`src/rtl/dsp_logic_simd_pkg.sv`:
```
// Shared types and helpers for the dsp_logic_simd SIMD bitwise-logic unit.
// Optional parity output is enabled by defining DSP_LOGIC_SIMD_PARITY_EN.
package dsp_logic_simd_pkg;

  localparam int DSP_W = 48;

  typedef enum logic [2:0] {
    OP_AND    = 3'd0,
    OP_OR     = 3'd1,
    OP_XOR    = 3'd2,
    OP_NAND   = 3'd3,
    OP_NOR    = 3'd4,
    OP_XNOR   = 3'd5,
    OP_ANDNOT = 3'd6,
    OP_PASS_A = 3'd7
  } op_t;

  // Lane width for a given lane count over the 48-bit DSP datapath.
  function automatic int lane_width(int lanes);
    return (lanes > 0) ? DSP_W / lanes : DSP_W;
  endfunction

  // Bitwise operation applied across a full DSP-width word.
  function automatic logic [DSP_W-1:0] apply_op(op_t op, logic [DSP_W-1:0] a,
                                                logic [DSP_W-1:0] b);
    logic [DSP_W-1:0] r;
    r = '0;
    case (op)
      OP_AND:    r = a & b;
      OP_OR:     r = a | b;
      OP_XOR:    r = a ^ b;
      OP_NAND:   r = ~(a & b);
      OP_NOR:    r = ~(a | b);
      OP_XNOR:   r = ~(a ^ b);
      OP_ANDNOT: r = a & ~b;
      OP_PASS_A: r = a;
      default:   r = '0;
    endcase
    return r;
  endfunction

endpackage

```
`src/rtl/dsp_logic_simd_if.sv`:
```
// Valid/ready stream bundle for dsp_logic_simd (input and output sides).
// out_parity exists only when DSP_LOGIC_SIMD_PARITY_EN is defined.
interface dsp_logic_simd_if #(
  parameter int LANES = 2,
  parameter int WIDTH = 24
);

  logic                   in_valid;
  logic                   in_ready;
  logic [2:0]             in_op;
  logic [LANES*WIDTH-1:0] in_a;
  logic [LANES*WIDTH-1:0] in_b;
  logic                   out_valid;
  logic                   out_ready;
  logic [LANES*WIDTH-1:0] out_y;
`ifdef DSP_LOGIC_SIMD_PARITY_EN
  logic [LANES-1:0]       out_parity;
`endif

  modport master (
    output in_valid, in_op, in_a, in_b, out_ready,
    input  in_ready, out_valid, out_y
`ifdef DSP_LOGIC_SIMD_PARITY_EN
    , input out_parity
`endif
  );

  modport slave (
    input  in_valid, in_op, in_a, in_b, out_ready,
    output in_ready, out_valid, out_y
`ifdef DSP_LOGIC_SIMD_PARITY_EN
    , output out_parity
`endif
  );

endinterface

```
`src/rtl/dsp_logic_simd_slot.sv`:
```
// One elastic pipeline slot: holds a valid bit and a data word, loads when
// empty or when the downstream side is taking the current word.
module dsp_logic_simd_slot #(
  parameter int DW = 8
) (
  input  logic          clock,
  input  logic          reset,
  input  logic          up_valid,
  output logic          up_ready,
  input  logic [DW-1:0] up_data,
  output logic          down_valid,
  input  logic          down_ready,
  output logic [DW-1:0] down_data
);

  logic          valid_q;
  logic [DW-1:0] data_q;

  assign up_ready   = !valid_q || down_ready;
  assign down_valid = valid_q;
  assign down_data  = data_q;

  // Slot register; data only changes on an actual transfer so a pop leaves it stale.
  always_ff @(posedge clock or negedge reset) begin
    if (!reset) begin
      valid_q <= 1'b0;
      data_q  <= '0;
    end else if (up_ready) begin
      valid_q <= up_valid;
      if (up_valid) data_q <= up_data;
    end
  end

endmodule

```
`src/rtl/dsp_logic_simd.sv`:
```
// SIMD bitwise-logic unit: 1/2/4 lanes over a 48-bit DSP datapath, op chosen
// per transaction, followed by a STAGES-deep elastic valid/ready pipeline.
// Define DSP_LOGIC_SIMD_PARITY_EN to add per-lane result parity (out_parity).
module dsp_logic_simd
  import dsp_logic_simd_pkg::*;
#(
  parameter int LANES  = 2,
  parameter int WIDTH  = 24,
  parameter int STAGES = 1
) (
  input logic           clock,
  input logic           reset,
  dsp_logic_simd_if.slave bus
);

  localparam int LW = lane_width(LANES);
  localparam int YW = LANES * WIDTH;
`ifdef DSP_LOGIC_SIMD_PARITY_EN
  localparam int DW = YW + LANES;
`else
  localparam int DW = YW;
`endif

  if (!(LANES == 1 || LANES == 2 || LANES == 4)) begin : g_bad_lanes
    $error("dsp_logic_simd: LANES must be 1, 2 or 4");
  end
  if (WIDTH < 1 || WIDTH > LW) begin : g_bad_width
    $error("dsp_logic_simd: WIDTH must be in 1..48/LANES");
  end
  if (STAGES < 1 || STAGES > 3) begin : g_bad_stages
    $error("dsp_logic_simd: STAGES must be in 1..3");
  end

  logic [LANES*LW-1:0] ext_a;
  logic [LANES*LW-1:0] ext_b;
  logic [LANES*LW-1:0] ext_res;
  logic [YW-1:0]       res;
  logic                unused_ext;

  // Per-lane sign extension to LW, lane operation, then keep the low WIDTH bits.
  always_comb begin
    ext_a   = '0;
    ext_b   = '0;
    ext_res = '0;
    res     = '0;
    for (int unsigned k = 0; k < LANES; k++) begin
      ext_a[k*LW +: LW]     = LW'($signed(bus.in_a[k*WIDTH +: WIDTH]));
      ext_b[k*LW +: LW]     = LW'($signed(bus.in_b[k*WIDTH +: WIDTH]));
      ext_res[k*LW +: LW]   = LW'(apply_op(op_t'(bus.in_op),
                                           DSP_W'(ext_a[k*LW +: LW]),
                                           DSP_W'(ext_b[k*LW +: LW])));
      res[k*WIDTH +: WIDTH] = ext_res[k*LW +: WIDTH];
    end
  end

  // Extension bits are computed to mirror the DSP lane but never leave the unit.
  assign unused_ext = ^ext_res;

  logic [STAGES:0]         v;
  logic [STAGES:0]         r;
  logic [STAGES:0][DW-1:0] d;

`ifdef DSP_LOGIC_SIMD_PARITY_EN
  logic [LANES-1:0] par;

  // Parity of each lane's WIDTH result bits, carried through the pipe with the data.
  always_comb begin
    par = '0;
    for (int unsigned k = 0; k < LANES; k++) begin
      par[k] = ^res[k*WIDTH +: WIDTH];
    end
  end

  assign d[0]           = {par, res};
  assign bus.out_parity = d[STAGES][DW-1:YW];
`else
  assign d[0] = res;
`endif

  assign v[0]          = bus.in_valid;
  assign r[STAGES]     = bus.out_ready;
  assign bus.in_ready  = r[0];
  assign bus.out_valid = v[STAGES];
  assign bus.out_y     = d[STAGES][YW-1:0];

  for (genvar i = 0; i < STAGES; i++) begin : g_slot
    dsp_logic_simd_slot #(.DW(DW)) u_slot (
      .clock      (clock),
      .reset      (reset),
      .up_valid   (v[i]),
      .up_ready   (r[i]),
      .up_data    (d[i]),
      .down_valid (v[i+1]),
      .down_ready (r[i+1]),
      .down_data  (d[i+1])
    );
  end

endmodule

```
`src/flat_wrapper.sv`:
```
// flat-port wrapper written by rule: the top's interface ports become plain ports
module dsp_logic_simd_flat import dsp_logic_simd_pkg::*;
#(
  parameter int LANES  = 2,
  parameter int WIDTH  = 24,
  parameter int STAGES = 1
)
  (clock, reset, bus_in_valid, bus_in_op, bus_in_a, bus_in_b, bus_out_ready, bus_in_ready, bus_out_valid, bus_out_y);
  dsp_logic_simd_if #(.LANES(LANES), .WIDTH(WIDTH)) bus_i ();
  input logic clock;
  input logic reset;
  input wire logic [$bits(bus_i.in_valid)-1:0] bus_in_valid;
  input wire logic [$bits(bus_i.in_op)-1:0] bus_in_op;
  input wire logic [$bits(bus_i.in_a)-1:0] bus_in_a;
  input wire logic [$bits(bus_i.in_b)-1:0] bus_in_b;
  input wire logic [$bits(bus_i.out_ready)-1:0] bus_out_ready;
  output wire logic [$bits(bus_i.in_ready)-1:0] bus_in_ready;
  output wire logic [$bits(bus_i.out_valid)-1:0] bus_out_valid;
  output wire logic [$bits(bus_i.out_y)-1:0] bus_out_y;
  assign bus_i.in_valid = bus_in_valid;
  assign bus_i.in_op = bus_in_op;
  assign bus_i.in_a = bus_in_a;
  assign bus_i.in_b = bus_in_b;
  assign bus_i.out_ready = bus_out_ready;
  assign bus_in_ready = bus_i.in_ready;
  assign bus_out_valid = bus_i.out_valid;
  assign bus_out_y = bus_i.out_y;
  dsp_logic_simd #(.LANES(LANES), .WIDTH(WIDTH), .STAGES(STAGES)) u_core (.clock(clock), .reset(reset), .bus(bus_i));
endmodule
```
`config.mk`:
```
export PLATFORM = sky130hd
export DESIGN_NAME = dsp_logic_simd_flat
export DESIGN_NICKNAME = d
export VERILOG_FILES = /design/src/rtl/dsp_logic_simd_pkg.sv /design/src/rtl/dsp_logic_simd_if.sv /design/src/rtl/dsp_logic_simd_slot.sv /design/src/rtl/dsp_logic_simd.sv /design/src/flat_wrapper.sv
export SDC_FILE = /design/constraint.sdc
export NUM_CORES = 1
export LEC_CHECK = 0
export ABC_AREA = 1
export ABC_CLOCK_PERIOD_IN_PS = 2300
export CAP_MARGIN = 5
export CORE_ASPECT_RATIO = 0.7
export CORE_UTILIZATION = 60
export DETAILED_ROUTE_END_ITERATION = 8
export PLACE_DENSITY = 0.89
export SLEW_MARGIN = 20
export SYNTH_ARGS = -nofsm -noshare
export SYNTH_HDL_FRONTEND = slang
export SYNTH_SLANG_ARGS = --single-unit
```
`constraint.sdc`:
```
create_clock -name clock -period 2.3 [get_ports clock]
set_clock_uncertainty 0.05 [all_clocks]
set_input_delay 0.46 -clock clock [delete_from_list [all_inputs] [get_ports clock]]
set_output_delay 0.46 -clock clock [all_outputs]
set_load 0.02 [all_outputs]
```
# ---- Word-level counts from Yosys, hierarchy flattened
# Index checks and enable logic that the tools add are counted.
# Widths: inputs -> output; s select.
dict set report word_totals {
  register_bits 49
  out_inout_bits 50
}
dict set report op_classes {
  eq_ne 7
  mux 2
  bitwise 16
  reduce_logical 4
}
# cell count
set op_table {}
lappend op_table {{$pmux 24 s8} 2}
lappend op_table {{$not 24->24} 8}
lappend op_table {{$and 24x24->24} 4}
lappend op_table {{$or 24x24->24} 2}
lappend op_table {{$xor 24x24->24} 2}
lappend op_table {{$eq 3x3->1 const B} 4}
lappend op_table {{$eq 3x2->1 const B} 2}
lappend op_table {{$eq 3x1->1 const B} 1}
lappend op_table {{$logic_not 3->1} 1}
lappend op_table {{$reduce_and 2->1} 1}
lappend op_table {{$logic_not 1->1} 1}
lappend op_table {{$logic_or 1x1->1} 1}

# ---- Depth between registers and ports, before layout
dict set report depth {
  depth_word 3
  depth_mapped 10
  depth_no_buf 9
}

# ---- By module
# A second synthesis with hierarchy kept.
dict set report hier_totals {
  cells_unflattened 1351
  hier_area_um2 8100.3
}
# module instances cells_each area_each_um2 seq_area_each_um2
set modules_own_cells {}
lappend modules_own_cells {dsp_logic_simd 1 1139 6172.2 0.0}
lappend modules_own_cells {dsp_logic_simd_slot 1 212 1928.1 1226.2}

# ---- Worst setup path before layout
# No wires, ideal clock.
dict set report synth_path {
  path_kind {input -> register}
  from {in bus_in_op[2]}
  to {reg u_core.g_slot[0].u_slot.data_q[17]}
  setup_ns 0.116
  arrival_ns 1.379
  path_slack_ns 0.755
  stages 9
  n_path_buf 2
  cell_sequence {buf_2 > inv_1 > nand2_1 > clkbuf_1 > nand2_1 > nor2_1 > nand2_1 > nand2_1 > nand2_1}
}
dict set report synth_via {
  elab_chain_cells 2
  elab_cells_between_ends 9
  classes_between {7 x eq/ne; 1 x mux; 1 x reduce/logical}
}
# element line_no
set synth_lines {}
lappend synth_lines {{start: declaration} flat_wrapper.sv:13} ;# input wire logic [$bits(bus_i.in_op)-1:0] bus_in_op;
lappend synth_lines {{$eq 3x3->1 (tied with other cells)} dsp_logic_simd_pkg.sv:28} ;# case (op)
lappend synth_lines {{$pmux 24 s8 (*)} dsp_logic_simd_pkg.sv:28}
lappend synth_lines {{end signal: assignment} dsp_logic_simd_slot.sv:30} ;# if (up_valid) data_q <= up_data;
lappend synth_lines {{end: declaration} dsp_logic_simd_slot.sv:17} ;# logic [DW-1:0] data_q;
# Every way passes the cells marked *; elsewhere a longest branch is shown, timed or not.
# A chain may end at the register's enable or synchronous reset.

# ---- Worst setup path in the final report
dict set report layout_path {
  from {in bus_out_ready}
  to {out bus_in_ready}
}
dict set report layout_via {
  elab_chain_cells 1
}
# element line_no
set layout_lines {}
lappend layout_lines {{start: declaration} flat_wrapper.sv:16} ;# input wire logic [$bits(bus_i.out_ready)-1:0] bus_out_ready;
lappend layout_lines {{$logic_or 1x1->1} dsp_logic_simd_slot.sv:19} ;# assign up_ready = !valid_q || down_ready;
lappend layout_lines {{end: declaration} flat_wrapper.sv:17} ;# output wire logic [$bits(bus_i.in_ready)-1:0] bus_in_ready;
# Every way passes these cells.

==> results_dict.tcl <==
set metrics [dict create \
    port_buffers 152 \
    syn_inst 1511 \
    layout_common_cells "421 x nand2_1, 297 x inv_1, 178 x nand4_1, 148 x clkdlybuf4s50_1, 144 x ha_1" \
    fin_crit_sh_pct 95.8 \
    setup_tns_ps 0 \
    rsz0062_at_grt "no" \
    grt_max_degree 106 \
    drtIter0Drc 808 \
    root_buffer "clkbuf_16" \
    htreeDepth 2 \
    tightest_slew_ps 720 \
    final_common_cell "nand2_1" \
    critPathCapture "bus_in_ready" \
    die_y_um 104 \
    dp_hpwl_mm 15.8 \
    regToRegEndpoint "u_core.g_slot[0].u_slot.down_data[36]" \
    worstHoldPathType "in2async" \
    numPlacedInstances 1730 \
    diodes 0 \
    fin_area_um2 10300 \
    path_class "in2out" \
    grt.total_usage_pct 31.2 \
    routedWlPerCell_um 13.6 \
    dr_total_vias 9449 \
    detail-route-antenna-nets 0 \
    grt_pass1_vias 8764 \
    drv_slew 0 \
    fmax_ghz 0.454 \
    core_region_area_um2 14100 \
    drc 0 \
    cp.arrival_ps 1690 \
    floorplan.rows 36 \
    post_cts_buffers 0 \
    reg2reg_depth 6 \
    synth_nets 1758 \
    synth_seq_area_share_pct 13.8 \
    totalWireLength_mm 23.7 \
    period_minus_slack_ps 2200 \
    r2r-start "u_core.g_slot[0].u_slot.down_valid" \
    ios 153 \
    ys_warn_count 0 \
    reg2reg_slack_ps 770 \
    finalNonFillerCells 1738 \
    powerDensity_nw_per_um2 368 \
    cts_buffers 5 \
    endpoint_kind "output pin" \
    drive_gt1_share_pct 3.49 \
    clock_sinks 49 \
    setup_viol 0 \
    cp-start-kind "input port" \
    cp-startpoint "bus_out_ready" \
    die-area_um2 15300 \
    dr.pass1.iters 5 \
    ctsResizeCount 0 \
    power_leakage_nw 6.32 \
    yosysTopAreaCell "ha_1" \
    required_ps 1790 \
    vias_per_cell 5.44 \
    clk_latency_ps 290 \
    antenna_found_initial 0 \
    syn-mean-instance-area_um2 5.86 \
    nets 1794 \
    clk_pin_slew_ps 70 \
    clock_path_buffers 2 \
    cts_tree "yes" \
    hold_viol 0 \
    start_util_pct 62.6 \
    cp_max_fo 2 \
    synth_top_area_share_pct 20.3 \
    grt-ovfl-total 0 \
    place_area_um2 10100 \
    die_w_um 147 \
    routabilityCongestion 0.849 \
    hold_slack_ps 108 \
    synth_area_leaders "ha_1 20%, nand2_1 18%, dfrtp_1 14%" \
    grt_pass1_wl_mm 40.2 \
    ir_drop_mv 0.322 \
    ys_types 17 \
    relSlewSlack_pct 52.0 \
    ys_seq_elements 49 \
    maxCapViolCount 0 \
    netlist_area_um2 8860 \
    power_mw 3.78 \
    syn_to_final_growth_pct 16.0 \
    cts_hold_buf 0 \
    outcome "finished, final reports clean" \
]
==> worst max-delay path, cell delays in order <==
cell and delay (ps):
clkdlybuf4s50_1 460, inv_1 70, nand2_1 90, clkdlybuf4s50_1 610
==> sequential cells by signal (all words and copies together) (netlist names) <==
signal and flops:
u_core.g_slot.u_slot.down_valid 1, u_core.g_slot.u_slot.down_data 48
==> worst min path at each step <==
stage	startpoint	end	depth (start not counted)
CTS	reset	u_core.g_slot[0].u_slot.down_data[26]	1
global route	reset	u_core.g_slot[0].u_slot.down_data[1]	1
floorplan	reset	u_core.g_slot[0].u_slot.down_data[0]	0
finish	reset	u_core.g_slot[0].u_slot.down_data[1]	1
detailed placement	u_core.g_slot[0].u_slot.down_data[5]	u_core.g_slot[0].u_slot.down_data[5]	2
global placement	u_core.g_slot[0].u_slot.down_data[10]	u_core.g_slot[0].u_slot.down_data[10]	2
==> per-stage QoR <==
step | util (%) | setup slack [ps]
3_5_place_dp | 71.7 | 89.3
6_report | 72.7 | 97.0
4_1_cts | 72.7 | 89.6
2_1_floorplan | - | 755
5_1_grt | 72.7 | 76.7
3_3_place_gp | 71.7 | 126
==> cell families after synthesis <==
family	share of synthesized area, %
AO/OA/AOI/OAI	3.56
flip-flops	13.8
AND/OR/NAND/NOR	40.1
adder cells (fa/ha/maj)	20.3
buffers and inverters	22.1
==> metal layers <==
layer,part of all wire [%],global-route usage (%)
met1,45,42.4
met5,0,0
met3,7.6,3.74
met4,1.6,9.50
met2,45,51.2
==> Yosys cell counts <==
cell type,number
dfrtp_1,49
nand3_1,96
nand4_1,178
buf_4,49
o21ai_1,11
nor2_2,1
clkbuf_1,45
inv_1,299
inv_2,9
clkbuf_2,1
buf_1,17
ha_1,144
buf_2,40
o21ai_0,51
nor2_1,98
nand2_1,422
a21oi_1,1
==> where the power goes <==
part / internal, mW / switching [mW] / total [mW] / leakage (nW)
sequential: 1.01 / 0.0840 / 1.10 / 0.615
combinational: 0.803 / 1.12 / 1.93 / 5.64
clock: 0.407 / 0.355 / 0.762 / 0.0652
==> area by class of cell <==
| class | count | area [µm²] |
|---|---|---|
| Multi-Input combinational cell | 1002 | 5700 |
| Fill cell | 1229 | 3870 |
| Timing Repair Buffer | 181 | 1810 |
| Sequential cell | 49 | 1230 |
| Inverter | 308 | 1160 |
| Tap cell | 190 | 238 |
| Clock buffer | 8 | 136 |
No activity file was read; power rests on OpenSTA's default activity.
==> RTL edit, RTL diff (same flow settings) <==
`LANES` is set to 2 in 3 places; all go to 1.
--- a/src/rtl/dsp_logic_simd_if.sv
+++ b/src/rtl/dsp_logic_simd_if.sv
@@ -1,7 +1,7 @@
 // Valid/ready stream bundle for dsp_logic_simd (input and output sides).
 // out_parity exists only when DSP_LOGIC_SIMD_PARITY_EN is defined.
 interface dsp_logic_simd_if #(
-  parameter int LANES = 2,
+  parameter int LANES = 1,
   parameter int WIDTH = 24
 );
 
--- a/src/rtl/dsp_logic_simd.sv
+++ b/src/rtl/dsp_logic_simd.sv
@@ -4,7 +4,7 @@
 module dsp_logic_simd
   import dsp_logic_simd_pkg::*;
 #(
-  parameter int LANES  = 2,
+  parameter int LANES  = 1,
   parameter int WIDTH  = 24,
   parameter int STAGES = 1
 ) (
--- a/src/flat_wrapper.sv
+++ b/src/flat_wrapper.sv
@@ -1,7 +1,7 @@
 // flat-port wrapper written by rule: the top's interface ports become plain ports
 module dsp_logic_simd_flat import dsp_logic_simd_pkg::*;
 #(
-  parameter int LANES  = 2,
+  parameter int LANES  = 1,
   parameter int WIDTH  = 24,
   parameter int STAGES = 1
 )
Interface: changed (resized bus_in_a, bus_in_b and bus_out_y); port bits go from 153 to 81. The function was not compared with the original's and may differ.
==> RTL edit against the original RTL <==
First-iteration DRC count fell by 59%. Count of clock-buffer cells in the layout decreased by 4. Routed wire length is 50% lower. Total power shrank 52%. Area after synthesis is 51% lower. Final area down 50%. Worst setup slack better by 0.043 ns. Critical path depth unchanged. Sequential cell count shrank 24. Fmax increased by 2.0%. Critical path type unchanged. Largest power group unchanged.
==> RTL edit: results (changes against the original RTL) <==
* Run status: completed
* Most instantiated cells after synthesis: nand2_1, inv_1, nand4_1
* # clk buffers at 4 (-4)
* Post-Route WL at 11800 um (-50%)
* Vias per cell at 5.52 (+1.5%)
* Clock Sink Count at 25 (-49%)
* Met1 GRT Util at 40.5% (-2.0 points)
* Count of multi-input gates at 507 (-49%)
* Layout cell share with drive strength beyond 1 at 4.05% (+0.56 points)
* Non-CTS inverters at 155 (-50%)
* Net Sw Frac at 42.9% (+1.6 points)
* Fraction of area in multi-input gates at 55.6% (+0.12 points)
* Max FFs per register at 24 (-50%)
* Met3 wire len at 1120 um (-38%)
* Clock Power Share at 16.5% (-3.6 points)
* Synth top area cells: ha_1, nand2_1, dfrtp_1, inv_1, nand4_1
* Register area at 626 um2 (-49%)
* Placed cells at 880 (-49%)
* Pre-antenna DRT Iters at 7 (+2)
* Tightest Pin Transition at 0.683 ns (-0.0361 ns)
* Global-route wire length before repair at 19800 um (-51%)
* Dpl ws at 0.141 ns (+0.0521 ns)
* Non-Clock Buffer Count at 99 (-45%)
* Switching pwr at 786 uW (-50%)
* Final Util at 75.6% (+2.9 points)
* Root Driver: clkbuf_8
* GRT Overall Usage at 32.8% (+1.7 points)
* Syn_nets at 863 (-51%)
* Hold Path Class: reg -> reg
* Arr. time, crit path at 1.65 ns (-0.04 ns)
* Routability cong. at 0.861 (+1.5%)
* Met3 usage at 4.98% (+1.2 points)
* Leakage power at 0.00320 uW (-49%)
* Worst R2R End: u_core.g_slot[0].u_slot.down_data[10]$_DFFE_PN0P_
* Post-synth cell types at 16 (-1)
* Num CTS Buffers at 3 (-2)
* Hold slack at 0.439 ns (+0.331 ns)
* Vias in the first global route at 4627 (-47%)
* Signal buf overhead at 17.9% (+0.27 points)
* Met1 WL at 4980 um (-54%)
* # fillers at 550 (-55%)
* Met2 usage at 57.1% (+5.9 points)
RTL edit: cell count changes after synthesis, moves of 11 or more:
| cell | change |
|---|---|
| dfrtp_1 | -24 |
| buf_1 | -11 |
| ha_1 | -72 |
| clkbuf_1 | -30 |
| inv_1 | -147 |
| nand2_1 | -207 |
| o21ai_1 | -11 |
| o21ai_0 | -22 |
| buf_4 | -46 |
| nor2_1 | -49 |
| buf_2 | -15 |
| nand3_1 | -48 |
| nand4_1 | -87 |
RTL edit: tightest hold or removal path: stages (launching register included):
cell and delay (ns):
dfrtp_1 0.36, nand2_1 0.05, nand2_1 0.05
RTL edit: cell families (layout without fill, tap and decap cells):
| kind of cell | after synthesis | after routing | share of synthesized area, % |
|---|---|---|---|
| AO/OA/AOI/OAI | 30 | 30 | 3.49 |
| adder cells (fa/ha/maj) | 72 | 72 | 20.9 |
| buffers and inverters | 204 | 258 | 18.8 |
| flip-flops | 25 | 25 | 14.5 |
| AND/OR/NAND/NOR | 405 | 405 | 42.3 |
